==> config.mk <==
export PLATFORM = sky130hd
export DESIGN_NAME = serial_add_sub_flat
export DESIGN_NICKNAME = d
export VERILOG_FILES = /design/src/rtl/serial_add_sub_if.sv /design/src/rtl/serial_add_sub.sv /design/src/flat_wrapper.sv
export SDC_FILE = /design/constraint.sdc
export NUM_CORES = 1
export LEC_CHECK = 0
export BUFFER_PORTS_ARGS = -buffer_cell sky130_fd_sc_hd__buf_2
export CAP_MARGIN = 20
export CORE_MARGIN = 2
export CORE_UTILIZATION = 53
export DETAILED_ROUTE_END_ITERATION = 8
export PLACE_DENSITY = 0.77
export RECOVER_POWER = 25
export SLEW_MARGIN = 20
export SYNTH_ARGS = -nofsm -noshare
export SYNTH_HDL_FRONTEND = slang
export SYNTH_SLANG_ARGS = --single-unit
==> constraint.sdc <==
create_clock -name clk -period 1.79 [get_ports clk]
set_input_delay 0.179 -clock clk [delete_from_list [all_inputs] [get_ports clk]]
set_output_delay 0.179 -clock clk [all_outputs]
set_load 0.005 [all_outputs]
==> src/rtl/serial_add_sub_if.sv <==
// Handshake and operand bundle for the bit-serial adder/subtractor.
//
// Handshake: the requester raises start with op/a/b valid; the request is
// taken on the rising edge where busy=0 (IDLE or DONE) and ignored otherwise.
// busy is high while the operation runs; done pulses for exactly one cycle
// with result/flag valid. busy and done are never high together.
interface serial_add_sub_if #(
    parameter int WIDTH = 8
);
    logic             start;
    logic             op;
    logic [WIDTH-1:0] a;
    logic [WIDTH-1:0] b;
    logic             busy;
    logic             done;
    logic [WIDTH-1:0] result;
    logic             flag;

    modport master (
        output start, op, a, b,
        input  busy, done, result, flag
    );

    modport slave (
        input  start, op, a, b,
        output busy, done, result, flag
    );
endinterface

==> src/rtl/serial_add_sub.sv <==
// Bit-serial adder/subtractor: one full-adder cell plus a carry flip-flop,
// LSB first, WIDTH clocks per operation. Subtraction is a + ~b + 1, so the
// borrow flag is the inverted final carry.
module serial_add_sub #(
    parameter int WIDTH = 8
) (
    input  logic                 clk,
    input  logic                 rst_n,
    serial_add_sub_if.slave      bus,
    output logic [1:0]           state_dbg
);
    localparam int CW = $clog2(WIDTH) + 1;

    typedef enum logic [1:0] {
        S_IDLE = 2'd0,
        S_RUN  = 2'd1,
        S_DONE = 2'd2
    } state_t;

    state_t           state;
    state_t           state_next;
    logic [WIDTH-1:0] a_q;
    logic [WIDTH-1:0] b_q;
    logic [WIDTH-1:0] res_q;
    logic             carry_q;
    logic             op_q;
    logic             flag_q;
    logic [CW-1:0]    count_q;

    logic             sum_bit;
    logic             carry_next;
    logic             last_bit;
    logic             accept;
    logic [WIDTH:0]   res_shift;

    // Full-adder cell on the current LSBs and the control decode.
    always_comb begin
        sum_bit    = a_q[0] ^ b_q[0] ^ carry_q;
        carry_next = (a_q[0] & b_q[0]) | (a_q[0] & carry_q) | (b_q[0] & carry_q);
        last_bit   = (count_q == CW'(WIDTH - 1));
        res_shift  = {sum_bit, res_q};
        accept     = ((state == S_IDLE) || (state == S_DONE)) && bus.start;
    end

    // State register.
    always_ff @(posedge clk or negedge rst_n) begin
        if (!rst_n) begin
            state <= S_IDLE;
        end else begin
            state <= state_next;
        end
    end

    // Next-state logic; a start in DONE goes straight back to RUN.
    always_comb begin
        state_next = state;
        case (state)
            S_IDLE:  if (bus.start) state_next = S_RUN;
            S_RUN:   if (last_bit)  state_next = S_DONE;
            S_DONE:  state_next = bus.start ? S_RUN : S_IDLE;
            default: state_next = S_IDLE;
        endcase
    end

    // Operand load, serial shift and final flag capture.
    always_ff @(posedge clk or negedge rst_n) begin
        if (!rst_n) begin
            a_q     <= '0;
            b_q     <= '0;
            res_q   <= '0;
            carry_q <= 1'b0;
            op_q    <= 1'b0;
            flag_q  <= 1'b0;
            count_q <= '0;
        end else if (accept) begin
            a_q     <= bus.a;
            b_q     <= bus.op ? ~bus.b : bus.b;
            carry_q <= bus.op;
            op_q    <= bus.op;
            count_q <= '0;
        end else if (state == S_RUN) begin
            a_q     <= a_q >> 1;
            b_q     <= b_q >> 1;
            carry_q <= carry_next;
            res_q   <= res_shift[WIDTH:1];
            count_q <= count_q + CW'(1);
            if (last_bit) begin
                flag_q <= op_q ? ~carry_next : carry_next;
            end
        end
    end

    assign bus.busy   = (state == S_RUN);
    assign bus.done   = (state == S_DONE);
    assign bus.result = res_q;
    assign bus.flag   = flag_q;
    assign state_dbg  = state;
endmodule
==> src/flat_wrapper.sv <==
// flat-port wrapper written by rule: the top's interface ports become plain ports
module serial_add_sub_flat 
#(
    parameter int WIDTH = 8
)
  (clk, rst_n, state_dbg, bus_start, bus_op, bus_a, bus_b, bus_busy, bus_done, bus_result, bus_flag);
  serial_add_sub_if #(.WIDTH(WIDTH)) bus_i ();
  input  logic clk;
  input  logic rst_n;
  output logic [1:0] state_dbg;
  input wire logic [$bits(bus_i.start)-1:0] bus_start;
  input wire logic [$bits(bus_i.op)-1:0] bus_op;
  input wire logic [$bits(bus_i.a)-1:0] bus_a;
  input wire logic [$bits(bus_i.b)-1:0] bus_b;
  output wire logic [$bits(bus_i.busy)-1:0] bus_busy;
  output wire logic [$bits(bus_i.done)-1:0] bus_done;
  output wire logic [$bits(bus_i.result)-1:0] bus_result;
  output wire logic [$bits(bus_i.flag)-1:0] bus_flag;
  assign bus_i.start = bus_start;
  assign bus_i.op = bus_op;
  assign bus_i.a = bus_a;
  assign bus_i.b = bus_b;
  assign bus_busy = bus_i.busy;
  assign bus_done = bus_i.done;
  assign bus_result = bus_i.result;
  assign bus_flag = bus_i.flag;
  serial_add_sub #(.WIDTH(WIDTH)) u_core (.clk(clk), .rst_n(rst_n), .bus(bus_i), .state_dbg(state_dbg));
endmodule
## Yosys cells after proc, flatten, opt, wreduce, memory -nomap -nowiden

Cells that the tools add are included.

| word-level totals | value |
|---|---|
| bits in registers | 33 |
| latch bits | 0 |
| RAM bits | 0 |
| memory bits (read-only) | 0 |
| input port bits | 20 |
| output and inout port bits | 13 |
| word-level logic and storage cells | 45 |
| memories kept | 0 |

| operators by class | value |
|---|---|
| $add $sub $neg | 1 |
| multipliers | 0 |
| div/mod/pow operators | 0 |
| order comparisons | 0 |
| equality and inequality tests | 5 |
| shift operators | 0 |
| multiplexer cells | 14 |
| bitwise operators | 10 |
| reduce and logical (&&, ||, !) cells | 7 |

Operators with widths:

| operator | count |
|---|---|
| 8-bit two-way mux | 5 |
| 4-bit two-way mux | 2 |
| 8-bit inverter | 1 |
| 2-bit one-hot mux with 3 select lines | 1 |
| 4-bit by 1-bit adder with 4-bit output, second input constant | 1 |
| 4-bit by 3-bit equality test with 1-bit output, second input constant | 1 |
| 1-bit two-way mux | 4 |
| 2-bit two-way mux | 2 |
| 2-bit AND reduction | 2 |
| 1-bit AND | 3 |
| 3-bit AND reduction | 1 |
| 2-bit by 1-bit equality test with 1-bit output, second input constant | 1 |
| 2-bit equality test, second input constant | 1 |
| 2-bit logical NOT | 1 |
| 2-bit by 1-bit inequality test with 1-bit output, second input constant | 1 |
| 2-bit inequality test, second input constant | 1 |
| 1-bit inverter | 2 |
| 1-bit OR | 2 |
| 2-bit nonzero test | 1 |
| 1-bit XOR | 2 |
| 1-bit logical AND | 1 |
| 1-bit logical OR | 1 |

## Longest topological paths before layout

Gate-level depths: netlist of the first run.

| depth | value |
|---|---|
| word-level depth | 5 |
| gate-level depth with buffers | 7 |
| depth with buffers taken out | 4 |

## Worst setup path before layout of the first run

No wires, ideal clock.

| path | value |
|---|---|
| path kind | register to register |
| start | reg u_core.carry_q |
| end | reg u_core.flag_q, in the netlist u_core.bus.flag |
| setup time | 0.125 ns |
| arrival | 1.230 ns |
| data required time | 1.665 ns |
| path slack | 0.435 ns |
| cell stages (with the launch flop) | 4 |
| path buffers | 0 |
| clock period less this slack | 1.355 ns |
| path through | dfrtp_1 > fa_1 > xor2_1 > mux2_2 |

| on the way | value |
|---|---|
| cells in the longest elaborated chain, start to end | 5 |
| elaborated cells on any way between the ends | 6 |
| those cells by class | mux: 1; bitwise: 5 |

Ends and longest elaborated chain:

| item | line | text |
|---|---|---|
| start, declared | serial_add_sub.sv:25 | `logic carry_q;` |
| start signal, assigned | serial_add_sub.sv:78 | `carry_q <= bus.op;` |
| start signal, assigned | serial_add_sub.sv:84 | `carry_q <= carry_next;` |
| 1-bit AND | serial_add_sub.sv:39 | `carry_next = (a_q[0] & b_q[0]) \| (a_q[0] & carry_q) \| (b_q[0] & carry_q);` |
| 1-bit OR | serial_add_sub.sv:39 |  |
| 1-bit OR * | serial_add_sub.sv:39 |  |
| 1-bit inverter | serial_add_sub.sv:88 | `flag_q <= op_q ? ~carry_next : carry_next;` |
| 1-bit two-way mux * | serial_add_sub.sv:88 |  |
| end signal, assigned | serial_add_sub.sv:88 |  |
| end, declared | serial_add_sub.sv:27 | `logic flag_q;` |

Mark *: on every way between the ends. The rest lies on a longest branch, timed or not.
A chain may end at the register's enable or synchronous reset.

## Worst setup path after layout of the first run

| path | value |
|---|---|
| start | reg u_core.state[1], in the netlist u_core.state_dbg[1] |
| end | out bus_busy |

| on the way | value |
|---|---|
| cells in the longest elaborated chain, start to end | 1 |

Ends and longest elaborated chain:

| item | line | text |
|---|---|---|
| start, declared | serial_add_sub.sv:20 | `state_t state;` |
| start signal, assigned | serial_add_sub.sv:50 | `state <= state_next;` |
| 2-bit by 1-bit equality test with 1-bit output | serial_add_sub.sv:93 | `assign bus.busy = (state == S_RUN);` |
| end, declared | flat_wrapper.sv:15 | `output wire logic [$bits(bus_i.busy)-1:0] bus_busy;` |

Every way passes these cells.

==> results of run 1 <==
==> cell families (layout without fill, tap and decap cells) <==
group	Yosys count	count (layout)	synth area share
AOI/OAI and AO/OA	21	21	0.09651
xor gates and xnor gates	9	9	0.05242
adders and majority gates	2	2	0.02163
buffers and inverters	11	46	0.04159
DFF	33	33	0.5491
muxes	4	4	0.02829
and+or+nand+nor	78	78	0.2105
==> tightest hold or removal path: cells and delay by family <==
family,cells,cell delay [ns]
buf+inv,1,0.10
compound gates,1,0.05
simple gates,1,0.05
==> cell usage after synthesis (all sizes together) <==
master / count
nand4: 1
a22o: 3
buf: 8
inv: 1
xnor2: 2
xor2: 7
nand2b: 2
mux2: 2
a21oi: 1
nor2b: 2
ha: 1
a21o: 1
fa: 1
o21ai: 2
a22oi: 1
a221o: 2
nand3: 2
nor2: 14
nand2: 56
a31oi: 11
dfrtp: 33
clkbuf: 2
nor3: 1
mux2i: 2
==> area by class of cell <==
type                       count  area [sq um]
clock inverter                 1         5.005
clock buffer                   7         65.06
fill                         241         979.7
tap                           31         38.79
inverter                       1         3.754
sequential                    33         825.8
multi-input combinational    114         615.6
timing repair buffer          37         200.2
==> flip-flops by register name (all words and copies together) (netlist names) <==
register	cells
u_core.carry_q	1
u_core.bus.flag	1
u_core.state_dbg	2
u_core.bus.result	8
u_core.count_q	4
u_core.b_q	8
u_core.op_q	1
u_core.a_q	8
==> metal layers <==
layer | global-route usage | vias up | routed length (um) | part of all wire
met2 | 0.3071 | 42 | 1331 | 0.48
met5 | 0 | - | 0 | 0
li1 | - | 586 | - | -
met1 | 0.2496 | 559 | 1247 | 0.45
met4 | 0.09635 | 0 | 65 | 0.023
met3 | 0.05896 | 9 | 152 | 0.054
==> power by group <==
| group | internal [mW] | total [mW] | switching (mW) |
|---|---|---|---|
| Clock | 0.227 | 0.468 | 0.241 |
| Sequential | 1.09 | 1.32 | 0.231 |
| Combinational | 0.530 | 1.19 | 0.662 |
==> worst min-delay path by stage <==
stage / start / to / slack, ns
after detailed placement: rst_n / u_core.bus.result[0] / 0.27
after CTS: bus_a[7] / u_core.a_q[7] / 0.08
after global routing: bus_a[7] / u_core.a_q[7] / 0.09
after global placement: rst_n / u_core.bus.result[0] / 0.26
final: bus_a[7] / u_core.a_q[7] / 0.09
after floorplan: rst_n / u_core.a_q[0] / -0.12
==> metrics by stage <==
| step | power, mW | setup WS (ns) | hold slack [ns] | cell area (sq um) | std cells |
|---|---|---|---|---|---|
| 6_report | 2.983 | 0.3044 | 0.09311 | 1754 | 224 |
| 5_1_grt | 3.234 | 0.2095 | 0.08941 | 1754 | 224 |
| 4_1_cts | 3.009 | 0.2961 | 0.08176 | 1754 | 224 |
| 3_5_place_dp | 2.537 | 0.3465 | 0.2697 | 1674 | 215 |
| 3_3_place_gp | 2.469 | 0.3629 | 0.2624 | 1674 | 215 |
| 2_1_floorplan | 2.197 | 0.4351 | -0.1166 | 1504 | 158 |
==> results.py, run 1 <==
metrics = {
    "worst_setup_path": {
        "critPathLaunchType": "flip-flop",
        "crit_chain": "nand2b_1 > inv_2 > buf_2",
        "critical_path_buf_inv_count": 2,
        "path_max_fanout": 19,
        "critPathMaxStageDelay_ns": 0.39,
        "critPathRequiredTime_ns": 1.61,
        "cp.arrival_ns": 1.31,
        "rrSetupSlack_ns": 0.33,
        "rr_startpoint": "u_core.state_dbg[1]",
        "crit_path_start": "u_core.state_dbg[1]",
        "rr_endpoint": "u_core.bus.flag",
        "crit_end": "bus_busy",
        "cp_top_family": "buffers and inverters",
        "ff2ff_path_depth": 4,
        "slowest_stage": "dfrtp_1",
        "path_depth": 3,
        "setup.worst_path.end_class": "primary output",
        "critPathKind": "flip-flop to primary output",
    },
    "clock_tree": {
        "hold_buffers": 1,
        "clock_sinks": 33,
        "cts_root_buf": "clkbuf_4",
        "clock_path_buffers": 2,
        "cts.repair.resized": 0,
        "cts_tree": "done",
        "path_clk_slew_ns": 0.10,
        "numCtsBuffers": 5,
        "cts.htree.levels": 2,
        "clkLatencyLatePin_ns": 0.33,
        "cts_setup_buffers": 0,
    },
    "power_and_ir_drop": {
        "vdd_drop_max_v": 0.001129,
        "power.static_leakage_nw": 0.9016,
        "powerDensity_nw_per_um2": 1700,
    },
    "drt": {
        "finalWirelength_mm": 2.796,
        "wl_per_cell_um": 12.48,
        "drtIter0Drc": 37,
        "drt_pass1_iterations": 4,
        "ant_nets": 0,
        "drc_errors": 0,
        "viasPerCell": 5.339,
        "vias": 1196,
    },
    "synthesis": {
        "synth_area_sq_um": 1504,
        "yosysWarningCount": 0,
        "ys_seq_area_frac": 0.5491,
        "synth_top_area_share": 0.5491,
        "ys_ff_latch": 33,
        "yosys.cell_types.count": 27,
        "yosys.area.top_type": "dfrtp_1",
        "synth_fp_nets": 180,
        "synth_top_cells_by_area": "dfrtp_1, nand2_1, a31oi_1, xor2_1, nor2_1",
        "avgSynthCellArea_sq_um": 9.519,
        "synth_cells": 158,
    },
    "place": {
        "dpl.hpwl_mm": 1.970,
        "portBuffers": 32,
        "gp_congestion": 0.7857,
    },
    "timing": {
        "hold_viol": 0,
        "period_needed_ns": 1.486,
        "worstMarginPinSlew_ns": 0.7823,
        "finalSetupViolCount": 0,
        "drv_slew": 0,
        "skew_ns": 0.005374,
        "finalCritPeriodShare": 0.8299,
        "rsz0062_at_grt": "false",
        "slew_headroom": 0.4784,
        "fmax_ghz": 0.6731,
        "tns_ns": 0,
    },
    "floorplanning": {
        "die-area_sq_um": 3280,
        "rows": 19,
        "core_area_sq_um": 2734,
        "start_util": 0.5501,
        "pin_count": 33,
        "die-width_um": 57.27,
        "die_y_um": 57.27,
    },
    "grt": {
        "grt_max_degree": 34,
        "grt_pass1_wl_mm": 4.905,
        "overflow": 0,
        "first_global_vias": 1153,
        "grt_usage": 0.1962,
        "antenna_found_initial": 0,
    },
    "layout": {
        "final_util": 0.6416,
        "syn2layout_area_growth_pct": 16.64,
        "antenna_cells": 0,
        "layout_commonest_cell": "nand2_1",
        "drive_gt1_frac": 0.2539,
        "layout_common_cells": "nand2_1, dfrtp_1, buf_2",
        "finalNetCount": 214,
    },
    "hold_path": {
        "hold_class": "primary input to flip-flop",
        "hold_depth": 3,
    },
    "run_status": {
        "status": "completed",
    },
    "run": {
        "drv_cap": 0,
    },
}
Power figures use the tool's default switching activity.
==> inputs of run 2 (changes only) <==
--- a/config.mk
+++ b/config.mk
@@ -8,9 +8,9 @@
 export BUFFER_PORTS_ARGS = -buffer_cell sky130_fd_sc_hd__buf_2
 export CAP_MARGIN = 20
 export CORE_MARGIN = 2
-export CORE_UTILIZATION = 53
+export CORE_UTILIZATION = 48
 export DETAILED_ROUTE_END_ITERATION = 8
-export PLACE_DENSITY = 0.77
+export PLACE_DENSITY = 0.74
 export RECOVER_POWER = 25
 export SLEW_MARGIN = 20
 export SYNTH_ARGS = -nofsm -noshare
==> constraint.sdc (replaced) <==
create_clock -name clk -period 1.3 [get_ports clk]
set_input_delay 0.13 -clock clk [delete_from_list [all_inputs] [get_ports clk]]
set_output_delay 0.13 -clock clk [all_outputs]
set_load 0.005 [all_outputs]
==> results.py, run 2 (synthesis gave the netlist of run 1 again) <==
metrics = {
    "timing": {
        "slew_headroom": 0.4716,
        "skew_ns": 0.01042,
        "finalSetupViolCount": 2,
        "tns_ns": -0.03917,
        "rsz0062_at_grt": "true",
        "finalCritPeriodShare": 1.021,
        "drv_slew": 0,
        "period_needed_ns": 1.327,
        "hold_viol": 0,
        "setup_slack_ns": -0.02700,
        "fmax_ghz": 0.7536,
        "worstMarginPinSlew_ns": 0.7925,
    },
    "floorplanning": {
        "die-width_um": 59.98,
        "rows": 20,
        "pin_count": 33,
        "die-area_sq_um": 3597,
        "core_area_sq_um": 3028,
        "start_util": 0.4967,
        "die_y_um": 59.98,
    },
    "grt": {
        "grt_usage": 0.1917,
        "grt_max_degree": 34,
        "overflow": 0,
        "first_global_vias": 1139,
        "grt_pass1_wl_mm": 5.092,
        "antenna_found_initial": 0,
    },
    "worst_setup_path": {
        "critPathKind": "flip-flop to flip-flop",
        "setup.worst_path.end_class": "flip-flop",
        "path_max_fanout": 3,
        "cp.arrival_ns": 1.55,
        "ff2ff_path_depth": 4,
        "rr_startpoint": "u_core.count_q[1]",
        "critPathRequiredTime_ns": 1.53,
        "rr_endpoint": "u_core.bus.flag",
        "rrSetupSlack_ns": -0.03,
        "critPathLaunchType": "flip-flop",
    },
    "power_and_ir_drop": {
        "power.internal_mw": 2.917,
        "power.static_leakage_nw": 0.9868,
        "clkPwrFrac": 0.118,
        "p_seq_frac": 0.392,
        "vdd_drop_max_v": 0.0009648,
        "combPwrFrac": 0.490,
        "powerDensity_nw_per_um2": 2406,
        "p_sw_frac": 0.3769,
        "power_mw": 4.680,
        "p_sw_mw": 1.764,
    },
    "clock_tree": {
        "cts_root_buf": "clkbuf_4",
        "clkLatencyLatePin_ns": 0.34,
        "numCtsBuffers": 5,
        "clock_sinks": 33,
        "path_clk_slew_ns": 0.10,
        "clock_path_buffers": 2,
        "cts_tree": "done",
        "cts.htree.levels": 2,
    },
    "drt": {
        "drt_pass1_iterations": 4,
        "vias": 1257,
        "ant_nets": 0,
        "viasPerCell": 4.988,
        "finalWirelength_mm": 3.132,
        "wl_per_cell_um": 12.43,
        "drtIter0Drc": 55,
        "drc_errors": 0,
    },
    "hold_path": {
        "hold_depth": 3,
        "min_from": "bus_a[7]",
        "hold_end": "u_core.a_q[7]",
        "hold_class": "primary input to flip-flop",
    },
    "layout": {
        "multi_input_area_sq_um": 646.9,
        "stdcell_area_sq_um": 1946,
        "final-seq-area_sq_um": 827.0,
        "layout_commonest_cell": "nand2_1",
        "drive_gt1_frac": 0.3317,
        "antenna_cells": 0,
        "syn2layout_area_growth_pct": 29.37,
        "final_util": 0.6426,
        "layout_common_cells": "nand2_1, dfrtp_1, buf_2",
        "finalNetCount": 229,
        "fill_cells": 257,
    },
    "place": {
        "portBuffers": 32,
        "gp_congestion": 0.8090,
        "dpl_cell_area_sq_um": 1753,
        "dp_slack_ns": -0.03378,
        "dpl.hpwl_mm": 2.160,
    },
    "run": {
        "drv_cap": 0,
    },
    "run_status": {
        "status": "finished with violations",
        "violations": "setup timing",
    },
}
==> run 2: cell count changes in the layout (fill, tap and decap cells not counted), sizes merged <==
cell,change
buf,+14
clkinv,+1
==> run 2: layout make-up <==
cell class,count,share of cell area
timing repair buffer,52,0.1833
multi-input combinational,114,0.3325
clock inverter,2,0.005145
sequential,33,0.4251
tap,44,0.02830
clock buffer,6,0.02122
inverter,1,0.004502
==> run 2: routing by layer <==
| metal | up-vias | part of all wire | global-route usage |
|---|---|---|---|
| li1 | 616 | - | - |
| met1 | 604 | 0.45 | 0.2413 |
| met2 | 31 | 0.49 | 0.3168 |
| met3 | 6 | 0.042 | 0.05844 |
| met4 | 0 | 0.018 | 0.05714 |
| met5 | - | 0 | 0 |
==> run 2: per-stage QoR <==
step                hold slack, ns  std cells
global placement            0.1697        236
floorplan                  -0.1656        158
global route               0.03069        252
finish                     0.02688        252
detailed placement          0.1776        236
CTS                        0.01482        248
==> run 2: worst max-delay path by stage <==
stage | start | to | slack (ns) | depth (start not counted)
6_report | u_core.count_q[1] | u_core.bus.flag | -0.03 | 4
5_1_grt | u_core.count_q[1] | u_core.bus.flag | -0.10 | 4
4_1_cts | u_core.a_q[0] | u_core.bus.flag | -0.03 | 3
3_5_place_dp | u_core.state_dbg[1] | u_core.b_q[3] | -0.03 | 4
3_3_place_gp | u_core.a_q[0] | u_core.bus.flag | 0.002 | 3
2_1_floorplan | u_core.state_dbg[1] | u_core.bus.flag | 0.01 | 4
==> run 2: power by group through the flow <==
| stage | registers, mW | logic, mW | clock network [mW] |
|---|---|---|---|
| final | 1.83 | 2.29 | 0.551 |
| after global placement | 1.81 | 1.76 | 0 |
| after floorplan | 1.79 | 1.24 | 0 |
| after CTS | 1.83 | 2.03 | 0.558 |
| after global routing | 1.90 | 2.58 | 0.600 |
| after detailed placement | 1.83 | 1.84 | 0 |
==> run 2: timing repair <==
item | CTS | global route
setup buffers | 3 | 4
gates resized for setup | 9 | 8
hold buffers | 1 | 0
endpoints found under the hold margin | 33 | 0
cloned | 0 | 1
pin swaps | 0 | 3
endpoints found under the setup margin | 12 | 11
==> run 2: critical path, cell delays in order, from the launching register on <==
cell	delay, ns
dfrtp_1	0.40
ha_2	0.22
nand2_2	0.08
nor3_4	0.20
mux2_4	0.32
